===== src/rtl/blackjack_hand_ctrl_if.sv =====
// blackjack_hand_ctrl_if: game control and card-source signals of the blackjack hand controller.
interface blackjack_hand_ctrl_if;
    logic       start_i;
    logic       hit_i;
    logic       stand_i;
    logic [7:0] card_i;
    logic       request_card_o;
    logic [4:0] player_total_o;
    logic [4:0] dealer_total_o;
    logic       player_soft_o;
    logic       busy_o;
    logic [1:0] result_o;
    logic       done_o;
    logic       card_err_o;

    modport slave (
        input  start_i, hit_i, stand_i, card_i,
        output request_card_o, player_total_o, dealer_total_o, player_soft_o,
               busy_o, result_o, done_o, card_err_o
    );

    modport master (
        output start_i, hit_i, stand_i, card_i,
        input  request_card_o, player_total_o, dealer_total_o, player_soft_o,
               busy_o, result_o, done_o, card_err_o
    );
endinterface


===== src/rtl/blackjack_hand_ctrl.sv =====
// blackjack_hand_ctrl: one player vs dealer hand controller with a request/wait/load card fetch.
// Define SOFT17_HIT_EN to make the dealer also draw on a soft total equal to DEALER_STAND.
module blackjack_hand_ctrl #(
    parameter int CARD_LAT     = 2,
    parameter int DEALER_STAND = 17
) (
    input logic                  clk_i,
    input logic                  rst_i,
    blackjack_hand_ctrl_if.slave bus
);
    localparam logic [3:0] LAT_LAST = 4'(CARD_LAT - 1);
    localparam logic [4:0] STAND    = 5'(DEALER_STAND);

    typedef enum logic [2:0] {
        IDLE, DEAL, PLAYER_TURN, DEALER_TURN, RESULT, F_REQ, F_WAIT, F_LOAD
    } state_t;

    state_t     state_q, state_d, ret_q, ret_d;
    logic       tgt_q, tgt_d;
    logic [3:0] cnt_q, cnt_d;
    logic [2:0] deal_q, deal_d;
    logic [4:0] p_hard_q, p_hard_d, d_hard_q, d_hard_d;
    logic       p_ace_q, p_ace_d, d_ace_q, d_ace_d;
    logic [1:0] result_q, result_d;
    logic       err_q, err_d;

    logic [3:0] rank;
    logic [4:0] val, p_best, d_best;
    logic       bad, ace, p_soft, d_soft, d_draw, unused_card;

    assign rank        = bus.card_i[3:0];
    assign bad         = rank == 4'd0 || rank > 4'd13;
    assign ace         = rank == 4'd1;
    assign val         = (bad || rank > 4'd10) ? 5'd10 : {1'b0, rank};
    assign unused_card = ^bus.card_i[7:4];

    // An ace is promoted to 11 only while the hard sum leaves room for it.
    assign p_soft = p_ace_q && p_hard_q <= 5'd11;
    assign d_soft = d_ace_q && d_hard_q <= 5'd11;
    assign p_best = p_soft ? p_hard_q + 5'd10 : p_hard_q;
    assign d_best = d_soft ? d_hard_q + 5'd10 : d_hard_q;
`ifdef SOFT17_HIT_EN
    assign d_draw = d_best < STAND || (d_best == STAND && d_soft);
`else
    assign d_draw = d_best < STAND;
`endif

    always_comb begin
        state_d  = state_q;
        ret_d    = ret_q;
        tgt_d    = tgt_q;
        cnt_d    = cnt_q;
        deal_d   = deal_q;
        p_hard_d = p_hard_q;
        p_ace_d  = p_ace_q;
        d_hard_d = d_hard_q;
        d_ace_d  = d_ace_q;
        result_d = result_q;
        err_d    = err_q;
        case (state_q)
            IDLE, RESULT: if (bus.start_i) begin
                state_d  = DEAL;
                deal_d   = 3'd0;
                p_hard_d = 5'd0;
                p_ace_d  = 1'b0;
                d_hard_d = 5'd0;
                d_ace_d  = 1'b0;
                result_d = 2'b00;
                err_d    = 1'b0;
            end
            DEAL: if (deal_q == 3'd4) state_d = PLAYER_TURN;
            else begin
                tgt_d   = deal_q[0];
                deal_d  = deal_q + 3'd1;
                ret_d   = DEAL;
                state_d = F_REQ;
            end
            PLAYER_TURN: if (p_best > 5'd21) begin
                result_d = 2'b10;
                state_d  = RESULT;
            end else if (p_best == 5'd21 || bus.stand_i) state_d = DEALER_TURN;
            else if (bus.hit_i) begin
                tgt_d   = 1'b0;
                ret_d   = PLAYER_TURN;
                state_d = F_REQ;
            end
            DEALER_TURN: if (d_draw) begin
                tgt_d   = 1'b1;
                ret_d   = DEALER_TURN;
                state_d = F_REQ;
            end else begin
                state_d  = RESULT;
                result_d = (d_best > 5'd21 || p_best > d_best) ? 2'b01 :
                           (d_best > p_best) ? 2'b10 : 2'b11;
            end
            F_REQ: begin
                cnt_d   = 4'd0;
                state_d = F_WAIT;
            end
            F_WAIT: if (cnt_q == LAT_LAST) begin
                cnt_d   = 4'd0;
                state_d = F_LOAD;
            end else cnt_d = cnt_q + 4'd1;
            F_LOAD: begin
                state_d  = ret_q;
                err_d    = err_q | bad;
                p_hard_d = tgt_q ? p_hard_q : p_hard_q + val;
                p_ace_d  = p_ace_q | (~tgt_q & ace);
                d_hard_d = tgt_q ? d_hard_q + val : d_hard_q;
                d_ace_d  = d_ace_q | (tgt_q & ace);
            end
            default: state_d = IDLE;
        endcase
    end

    always_ff @(posedge clk_i or negedge rst_i) begin
        if (!rst_i) begin
            state_q  <= IDLE;
            ret_q    <= IDLE;
            tgt_q    <= 1'b0;
            cnt_q    <= 4'd0;
            deal_q   <= 3'd0;
            p_hard_q <= 5'd0;
            p_ace_q  <= 1'b0;
            d_hard_q <= 5'd0;
            d_ace_q  <= 1'b0;
            result_q <= 2'b00;
            err_q    <= 1'b0;
        end else begin
            state_q  <= state_d;
            ret_q    <= ret_d;
            tgt_q    <= tgt_d;
            cnt_q    <= cnt_d;
            deal_q   <= deal_d;
            p_hard_q <= p_hard_d;
            p_ace_q  <= p_ace_d;
            d_hard_q <= d_hard_d;
            d_ace_q  <= d_ace_d;
            result_q <= result_d;
            err_q    <= err_d;
        end
    end

    assign bus.request_card_o = state_q == F_REQ;
    assign bus.player_total_o = p_best;
    assign bus.dealer_total_o = d_best;
    assign bus.player_soft_o  = p_soft;
    assign bus.busy_o         = !(state_q == IDLE || state_q == RESULT);
    assign bus.done_o         = state_q == RESULT;
    assign bus.result_o       = result_q;
    assign bus.card_err_o     = err_q;
endmodule


===== src/flat_wrapper.sv =====
// flat-port wrapper written by rule: the top's interface ports become plain ports
module blackjack_hand_ctrl_flat 
#(
    parameter int CARD_LAT     = 2,
    parameter int DEALER_STAND = 17
)
  (clk_i, rst_i, bus_start_i, bus_hit_i, bus_stand_i, bus_card_i, bus_request_card_o, bus_player_total_o, bus_dealer_total_o, bus_player_soft_o, bus_busy_o, bus_result_o, bus_done_o, bus_card_err_o);
  blackjack_hand_ctrl_if bus_i ();
  input logic clk_i;
  input logic rst_i;
  input wire logic [$bits(bus_i.start_i)-1:0] bus_start_i;
  input wire logic [$bits(bus_i.hit_i)-1:0] bus_hit_i;
  input wire logic [$bits(bus_i.stand_i)-1:0] bus_stand_i;
  input wire logic [$bits(bus_i.card_i)-1:0] bus_card_i;
  output wire logic [$bits(bus_i.request_card_o)-1:0] bus_request_card_o;
  output wire logic [$bits(bus_i.player_total_o)-1:0] bus_player_total_o;
  output wire logic [$bits(bus_i.dealer_total_o)-1:0] bus_dealer_total_o;
  output wire logic [$bits(bus_i.player_soft_o)-1:0] bus_player_soft_o;
  output wire logic [$bits(bus_i.busy_o)-1:0] bus_busy_o;
  output wire logic [$bits(bus_i.result_o)-1:0] bus_result_o;
  output wire logic [$bits(bus_i.done_o)-1:0] bus_done_o;
  output wire logic [$bits(bus_i.card_err_o)-1:0] bus_card_err_o;
  assign bus_i.start_i = bus_start_i;
  assign bus_i.hit_i = bus_hit_i;
  assign bus_i.stand_i = bus_stand_i;
  assign bus_i.card_i = bus_card_i;
  assign bus_request_card_o = bus_i.request_card_o;
  assign bus_player_total_o = bus_i.player_total_o;
  assign bus_dealer_total_o = bus_i.dealer_total_o;
  assign bus_player_soft_o = bus_i.player_soft_o;
  assign bus_busy_o = bus_i.busy_o;
  assign bus_result_o = bus_i.result_o;
  assign bus_done_o = bus_i.done_o;
  assign bus_card_err_o = bus_i.card_err_o;
  blackjack_hand_ctrl #(.CARD_LAT(CARD_LAT), .DEALER_STAND(DEALER_STAND)) u_core (.clk_i(clk_i), .rst_i(rst_i), .bus(bus_i));
endmodule

===== config.mk =====
export PLATFORM = sky130hd
export DESIGN_NAME = blackjack_hand_ctrl_flat
export DESIGN_NICKNAME = d
export VERILOG_FILES = /design/src/rtl/blackjack_hand_ctrl_if.sv /design/src/rtl/blackjack_hand_ctrl.sv /design/src/flat_wrapper.sv
export SDC_FILE = /design/constraint.sdc
export NUM_CORES = 1
export LEC_CHECK = 0
export ABC_AREA = 1
export BUFFER_PORTS_ARGS = -buffer_cell sky130_fd_sc_hd__buf_2
export CORE_UTILIZATION = 43
export DETAILED_ROUTE_END_ITERATION = 12
export PLACE_DENSITY = 0.62
export SYNTH_ARGS = -nofsm -noshare
export SYNTH_HDL_FRONTEND = slang
export SYNTH_SLANG_ARGS = --single-unit

===== constraint.sdc =====
create_clock -name clk_i -period 2.59 [get_ports clk_i]
set_input_delay 0.3885 -clock clk_i [delete_from_list [all_inputs] [get_ports clk_i]]
set_output_delay 0.3885 -clock clk_i [all_outputs]
set_load 0.1 [all_outputs]

# Yosys cells after proc, flatten, opt, wreduce, memory -nomap -nowiden

Index checks and enable logic that the tools add are counted.

Multipliers: 0
Divide/modulo/power cells: 0
Muxes and demuxes: 43
Order comparisons: 9
Shift operators: 0
Add/sub/neg operators: 6
Equality and inequality tests: 23
Reduce and logical (&&, ||, !) cells: 23
Bitwise operators: 6

Operators with widths:

| cell                                                           | number |
|---|---|
| 2-to-1 mux 3 bit                                               | 13 |
| 2-to-1 mux 5 bit                                               | 5 |
| case mux 3 bit (7 select lines)                                | 1 |
| case mux 5 bit (2 select lines)                                | 2 |
| == test 3 bit, second input constant                           | 5 |
| inequality test 2 bit, second input constant                   | 7 |
| AND reduction 3 bit                                            | 4 |
| adder 5 x 4 -> 5 bit, second input constant                    | 2 |
| adder 5 bit                                                    | 2 |
| greater-than comparator 5 bit                                  | 2 |
| greater-than comparator 5 bit, second input constant           | 2 |
| less-or-equal comparator 5 x 4 -> 1 bit, second input constant | 2 |
| case mux 3 bit (3 select lines)                                | 1 |
| == test 4 x 1 -> 1 bit, second input constant                  | 2 |
| greater-than comparator 4 bit, second input constant           | 2 |
| 2-to-1 mux 1 bit                                               | 8 |
| 2-to-1 mux 2 bit                                               | 4 |
| 2-to-1 mux 4 bit                                               | 2 |
| inequality test 2 x 1 -> 1 bit, second input constant          | 4 |
| case mux 4 bit (2 select lines)                                | 1 |
| == test 3 x 2 -> 1 bit, second input constant                  | 2 |
| case mux 1 bit (2 select lines)                                | 3 |
| case mux 2 bit (3 select lines)                                | 1 |
| case mux 3 bit (2 select lines)                                | 1 |
| other kinds (21)                                               | 32 |

Output and inout bits: 17
ROM bits: 0
Register bits after elaboration: 29
Latch bits: 0
Bits in writable memories: 0
Memories: 0
Input bits: 13
Word-level logic and storage cells: 121

# Depth between registers and ports, before layout

Gate-level depths: netlist of run 1.

Depth after elaboration: 8
Mapped depth: 17
Mapped depth without buffers: 17

# Least setup slack after synthesis of run 1

Ideal clock, no wire load.

Path kind: register -> register
From: register u_core.state_q[0]
To: register u_core.cnt_q[3]
Library setup time: 0.122 ns
Setup slack: -0.799 ns
Data required time: 2.468 ns
Arrival time: 3.267 ns
Period minus slack after synthesis: 3.389 ns
Cell stages (with the launch flop): 8
Path buffers: 1
Cells stage by stage: dfrtp_1 -> inv_2 -> nor3_1 -> or2_1 -> buf_2 -> nand4_1 -> o21ai_1 -> a21oi_1

Cells in the longest elaborated chain, start to end: 2
Elaborated cells between the ends (all ways): 4
Classes of those cells: eq/ne: 2; mux: 1; reduce/logical: 1

RTL lines:

| element                                                               | line                       | source |
|---|---|---|
| from (decl)                                                           | blackjack_hand_ctrl.sv:18  | `state_t state_q, state_d, ret_q, ret_d;` |
| from (signal assigned)                                                | blackjack_hand_ctrl.sv:130 | `state_q <= state_d;` |
| == test 3 bit *                                                       | -                          |  |
| named net bus_request_card_o                                          | flat_wrapper.sv:15         | `output wire logic [$bits(bus_i.request_card_o)-1:0] bus_request_card_o;` |
| case mux 4 bit (2 select lines) or nonzero test 2 bit (tied branches) | -                          |  |
| to (signal assigned)                                                  | blackjack_hand_ctrl.sv:133 | `cnt_q <= cnt_d;` |
| to (decl)                                                             | blackjack_hand_ctrl.sv:20  | `logic [3:0] cnt_q, cnt_d;` |

The timed path passes the listed nets; every way through them passes the cells marked *.
A chain may end at the register's enable or synchronous reset.

# Worst setup path after layout of run 1

From: register u_core.p_hard_q[2]
To: output bus_player_total_o[4]

Cells in the longest elaborated chain, start to end: 3
Elaborated cells between the ends (all ways): 4
Classes of those cells: add/sub: 1; order compare: 1; mux: 1; reduce/logical: 1

RTL lines:

| element                                 | line                       | source |
|---|---|---|
| from (decl)                             | blackjack_hand_ctrl.sv:22  | `logic [4:0] p_hard_q, p_hard_d, d_hard_q, d_hard_d;` |
| from (signal assigned)                  | blackjack_hand_ctrl.sv:135 | `p_hard_q <= p_hard_d;` |
| less-or-equal comparator 5 x 4 -> 1 bit | blackjack_hand_ctrl.sv:38  | `assign p_soft = p_ace_q && p_hard_q <= 5'd11;` |
| logical AND 1 bit                       | blackjack_hand_ctrl.sv:38  |  |
| 2-to-1 mux 5 bit *                      | blackjack_hand_ctrl.sv:40  | `assign p_best = p_soft ? p_hard_q + 5'd10 : p_hard_q;` |
| to (decl)                               | flat_wrapper.sv:16         | `output wire logic [$bits(bus_i.player_total_o)-1:0] bus_player_total_o;` |

Every way passes the cells marked *; elsewhere a longest branch is shown, timed or not.

==> impl_metrics.env, run 1 <==
export IMPL_status="completed"
export IMPL_wire_per_inst_um=12.11
export IMPL_num_nets_final=360
export IMPL_via_per_inst=4.926
export IMPL_worstSetupPathType="reg -> out"
export IMPL_synthArstFlopShare=1.000
export IMPL_rows=25
export IMPL_syn_nets=333
export IMPL_dr_pass1_iters=4
export IMPL_fin_util=0.5135
export IMPL_final_cell_mix="60 x nand2_1, 39 x inv_1, 28 x dfrtp_1"
export IMPL_rsz0062_at_grt="false"
export IMPL_gr_total_overflow=0
export IMPL_drv_cap=0
export IMPL_clk_latency_ns=0.28
export IMPL_globalRouteTotalUtil=0.1905
export IMPL_cts_setup_buffers=0
export IMPL_drc=0
export IMPL_syn_area_um2=2228
export IMPL_yosys_cell_types_count=38
export IMPL_die_y_um=73.99
export IMPL_dr_wl_met2_mm=2.132
export IMPL_ys_warn_count=0
export IMPL_grt_max_degree=29
export IMPL_ys_seq_area_frac=0.3144
export IMPL_area_growth_pct=11.74
export IMPL_via_count=1931
export IMPL_cts_buffers=3
export IMPL_drt_wl_total_mm=4.746
export IMPL_hold_class="in -> async"
export IMPL_drt_iter0_markers=73
export IMPL_cp_start_kind="flop"
export IMPL_cts_tree="yes"
export IMPL_place_gp_congestion=0.8096
export IMPL_antenna_cells=0
export IMPL_clkTransAtPathRegs_ns=0.10
export IMPL_power_density_nw_per_um2=1028
export IMPL_cts_sinks=28
export IMPL_dieArea_um2=5475
export IMPL_hold_viol_final=0
export IMPL_netlist_instances=299
export IMPL_postCtsHoldBufs=0
export IMPL_worst_slew_pin_slew_ns=0.6391
export IMPL_clock_fmax_mhz=418.9
export IMPL_initial_core_util=0.4596
export IMPL_worstPathRequired_ns=2.20
export IMPL_p_leak_nw=1.338
export IMPL_grt_pass1_vias=1737
export IMPL_dpl_hpwl_mm=3.840
export IMPL_period_share=0.9217
export IMPL_synth_edff_count=0
export IMPL_io_pins=30
export IMPL_fin_cells=392
export IMPL_m1WireLength_mm=2.451
export IMPL_placed_cells_incl_taps=388
export IMPL_cts_buffer_depth=2
export IMPL_finalCriticalPeriod_ns=2.387
export IMPL_cts_htree_levels=1
export IMPL_topRoutingLayerUsed="met4"
export IMPL_grt_pass1_wl_mm=7.948
export IMPL_die_w_um=73.99
export IMPL_synth_seq_cells=28
export IMPL_end_kind="output port"
export IMPL_slew_headroom=0.5740
export IMPL_cts_root_buffer="clkbuf_8"
export IMPL_final_common_cell="nand2_1"
export IMPL_ant_nets=0
export IMPL_met3_length_um=118
export IMPL_synthFlopType="dfrtp_1"
export IMPL_finalClockSkew_ns=0.002671
export IMPL_ir_drop_mv=0.4381
export IMPL_setup_viol=0
export IMPL_slew_viol_final=0
export IMPL_grt_antenna_before_repair=0
export IMPL_portBuffers=25
export IMPL_drive_gt1_frac=0.2369
export IMPL_worst_path_max_fanout=5
export IMPL_syn_avg_cell_area_um2=7.453
export IMPL_critical_path_arrival_ns=2.00
export IMPL_setup_tns_ns=0
export IMPL_cts_resized=0
export IMPL_core_um2=4848
==> area by class of cell <==
cell class / instances / area (um^2)
Fill cell: 499 / 2359
Sequential cell: 28 / 700.7
Inverter: 52 / 195.2
Clock buffer: 4 / 55.05
Multi-Input combinational cell: 216 / 1330
Timing Repair Buffer: 25 / 125.1
Tap cell: 67 / 83.83
==> synth_stat cells (all sizes together) (2+ instances only) <==
cell,n,area [um^2]
ha,19,237.7
nand3,21,120.1
o21ai,18,105.1
nand4,5,31.28
nand2,74,325.3
nor4,3,18.77
o21bai,2,15.01
nor3,2,10.01
o22ai,7,43.79
nor2,31,151.4
buf,3,20.01
xor2,4,35.03
fa,2,40.04
inv,52,195.2
dfrtp,28,700.7
a21oi,16,83.83
==> layer usage <==
layer,GRT usage,vias to the layer above
met3,0.02439,4
li1,-,1027
met1,0.2702,875
met2,0.3091,25
met5,0,-
met4,0.04487,0
==> worst max-delay path, stage by stage, from the launching register on <==
cell     delay, ns
dfrtp_1       0.47
inv_2         0.09
ha_1          0.20
nand3_2       0.07
nand2_2       0.06
nand2_4       0.08
nand2_4       0.07
o21ai_4       0.20
buf_2         0.46
==> path summary, 6_finish.rpt <==
path                                                     from  slack, ns  cells after the start                                  to
max                            u_core.p_hard_q[2]$_DFFE_PN0P_       0.20                      8               bus_player_total_o[4]
min                                                     rst_i       0.11                      1  u_core.bus.result_o[0]$_DFFE_PN0P_
max reg2reg                    u_core.d_hard_q[2]$_DFFE_PN0P_       0.37                     15  u_core.bus.result_o[1]$_DFFE_PN0P_
min reg2reg                u_core.bus.result_o[0]$_DFFE_PN0P_       0.47                      2  u_core.bus.result_o[0]$_DFFE_PN0P_
max in group asynchronous                               rst_i       2.06                      1      u_core.d_hard_q[1]$_DFFE_PN0P_
min in group clk_i         u_core.bus.result_o[0]$_DFFE_PN0P_       0.47                      2  u_core.bus.result_o[0]$_DFFE_PN0P_
==> sequential cells by signal, summed over array words and instances, names as in the netlist <==
register               count
u_core.d_hard_q            5
u_core.p_hard_q            5
u_core.cnt_q               4
u_core.deal_q              3
u_core.state_q             3
u_core.bus.result_o        2
u_core.ret_q               2
u_core.bus.card_err_o      1
u_core.d_ace_q             1
u_core.p_ace_q             1
u_core.tgt_q               1
==> cells by family (layout without fill, tap and decap cells) <==
group           after synthesis  in the layout  synth area share
fa+ha+maj                    21             21            0.1247
simple gates                139            139            0.3043
compound gates               51             51            0.1404
buf+inv                      55             81           0.09657
flops                        28             28            0.3144
xor+xnor                      5              5           0.01965
==> stage by stage <==
step | total power, mW | setup WS [ns] | hold slack, ns | area [um^2]
4_1_cts | 2.582 | 0.1827 | 0.1355 | 2490
5_1_grt | 2.777 | 0.07846 | 0.1790 | 2490
2_1_floorplan | 2.013 | 0.1212 | 0.09291 | 2246
3_3_place_gp | 2.273 | 0.3580 | 0.4506 | 2435
6_report | 2.558 | 0.2028 | 0.1129 | 2490
3_5_place_dp | 2.295 | 0.3186 | 0.4533 | 2435
==> report_power, final <==
part	leakage [nW]	total, mW	internal, mW	switching (mW)
sequential	0.375	0.705	0.555	0.150
clock	0.0288	0.280	0.137	0.144
combinational	0.934	1.57	0.430	1.14
Power figures use the tool's default switching activity.
==> run 2: changes to the inputs <==
- CORE_UTILIZATION: 43 -> 50
- PLACE_DENSITY: 0.62 -> 0.71
- RECOVER_POWER: default -> 50
==> impl_metrics.env, run 2 (synthesis results as in run 1) <==
export IMPL_grt_max_degree=29
export IMPL_intPower_mw=1.188
export IMPL_clkTransAtPathRegs_ns=0.10
export IMPL_setup_tns_ns=0
export IMPL_drive_gt1_frac=0.2154
export IMPL_worst_slew_pin_slew_ns=1.524
export IMPL_core_um2=4144
export IMPL_slew_viol_final=29
export IMPL_cts_sinks=28
export IMPL_slew_headroom=-0.01614
export IMPL_seq_area_um2=700.7
export IMPL_drc=0
export IMPL_grt_pass1_wl_mm=8.321
export IMPL_pwr_share_clk=0.133
export IMPL_hold_class="in -> async"
export IMPL_fin_cells=375
export IMPL_die_w_um=68.76
export IMPL_cp_start_kind="flop"
export IMPL_cts_htree_levels=1
export IMPL_globalRouteTotalUtil=0.2359
export IMPL_final_cell_mix="60 x nand2_1, 40 x inv_1, 28 x dfrtp_1"
export IMPL_ir_drop_mv=0.4508
export IMPL_dpl_hpwl_mm=3.802
export IMPL_ant_nets=0
export IMPL_switchingPower_mw=1.440
export IMPL_rows=23
export IMPL_n_fill_cell=387
export IMPL_area_growth_pct=11.12
export IMPL_status="complete, but fails checks"
export IMPL_finalCriticalPeriod_ns=2.370
export IMPL_largest_registers="u_core.d_hard_q (5), u_core.p_hard_q (5), u_core.cnt_q (4)"
export IMPL_drv_cap=1
export IMPL_wire_per_inst_um=12.56
export IMPL_critical_path_arrival_ns=1.98
export IMPL_via_per_inst=5.243
export IMPL_drt_wl_total_mm=4.710
export IMPL_power_density_nw_per_um2=1061
export IMPL_grt_pass1_vias=1833
export IMPL_multi_input_area_um2=1328
export IMPL_io_pins=30
export IMPL_cts_tree="yes"
export IMPL_placed_cells_incl_taps=371
export IMPL_final_common_cell="nand2_1"
export IMPL_worstPathRequired_ns=2.20
export IMPL_finalClockSkew_ns=0.001371
export IMPL_seq_power_share=0.269
export IMPL_initial_core_util=0.5377
export IMPL_rsz0062_at_grt="false"
export IMPL_combPwrFrac=0.598
export IMPL_via_count=1966
export IMPL_cts_buffers=3
export IMPL_die_y_um=68.76
export IMPL_clock_fmax_mhz=421.9
export IMPL_place_gp_congestion=0.8780
export IMPL_failed_checks="max-capacitance violations, max-slew violations"
export IMPL_cts_resized=0
export IMPL_grt_antenna_before_repair=0
export IMPL_dieArea_um2=4728
export IMPL_fin_util=0.5975
export IMPL_power_mw=2.627
export IMPL_gr_total_overflow=0
export IMPL_sw_frac_of_total=0.5480
export IMPL_cts_root_buffer="clkbuf_8"
export IMPL_num_nets_final=360
export IMPL_cts_setup_buffers=0
export IMPL_dr_pass1_iters=4
export IMPL_drt_iter0_markers=157
export IMPL_worst_path_max_fanout=5
export IMPL_portBuffers=25
export IMPL_hold_viol_final=0
export IMPL_worstSetupPathType="reg -> out"
export IMPL_postCtsHoldBufs=0
export IMPL_period_share=0.9152
export IMPL_p_leak_nw=1.323
export IMPL_setup_viol=0
export IMPL_end_kind="output port"
export IMPL_cts_buffer_depth=2
export IMPL_antenna_cells=0
export IMPL_clk_latency_ns=0.28
## run 2: final timing paths
kind | from | cells after the start | slack [ns] | endpoint
hold / removal | rst_i | 1 | 0.46 | u_core.p_hard_q[2]$_DFFE_PN0P_
hold reg to reg | u_core.bus.result_o[0]$_DFFE_PN0P_ | 2 | 0.48 | u_core.bus.result_o[0]$_DFFE_PN0P_
max in group asynchronous | rst_i | 1 | 1.24 | u_core.d_ace_q$_DFFE_PN0P_
setup reg to reg | u_core.d_hard_q[2]$_DFFE_PN0P_ | 15 | 0.37 | u_core.bus.result_o[1]$_DFFE_PN0P_
min in group clk_i | u_core.bus.result_o[0]$_DFFE_PN0P_ | 2 | 0.48 | u_core.bus.result_o[0]$_DFFE_PN0P_
setup / recovery | u_core.p_hard_q[2]$_DFFE_PN0P_ | 8 | 0.22 | bus_player_total_o[4]
## run 2: area by class of cell
| type | count | area share |
|---|---|---|
| clock buffer | 3 | 0.01668 |
| multi-input combinational | 216 | 0.5361 |
| tap | 50 | 0.02527 |
| clock inverter | 1 | 0.01213 |
| timing repair buffer | 25 | 0.04800 |
| inverter | 52 | 0.07883 |
| sequential | 28 | 0.2830 |
## run 2: routing by layer
layer | routed length [um] | vias to the layer above | track usage | share of wire
met4 | 34 | 0 | 0.04592 | 0.0072
met5 | 0 | - | 0 | 0
li1 | - | 1032 | - | -
met2 | 2056 | 29 | 0.3738 | 0.44
met1 | 2451 | 901 | 0.3354 | 0.52
met3 | 168 | 4 | 0.04441 | 0.036
## run 2: power by group through the flow
stage               clock network, mW  registers (mW)  logic, mW
floorplan                           0           0.695       1.32
global placement                    0           0.712       1.55
detailed placement                  0           0.715       1.57
CTS                             0.361           0.707       1.58
global route                    0.375           0.730       1.77
finish                          0.350           0.707       1.57
## run 2: stage by stage
step / instance area [um^2] / worst slack [ns] / hold WS [ns]
floorplan: 2246 / 0.1212 / 0.09291
global placement: 2414 / 0.3585 / 0.4514
detailed placement: 2414 / 0.3039 / 0.4567
CTS: 2485 / 0.1979 / 0.1410
global route: 2476 / 0.05439 / 0.5018
finish: 2476 / 0.2197 / 0.4615
## run 2: worst max-delay path, cell delays in order (launching register included)
cell and delay, ns:
dfrtp_1 0.47, inv_2 0.09, ha_1 0.21, nand3_2 0.08
nand2_2 0.06, nand2_4 0.08, nand2_4 0.07, o21ai_4 0.18
buf_2 0.46
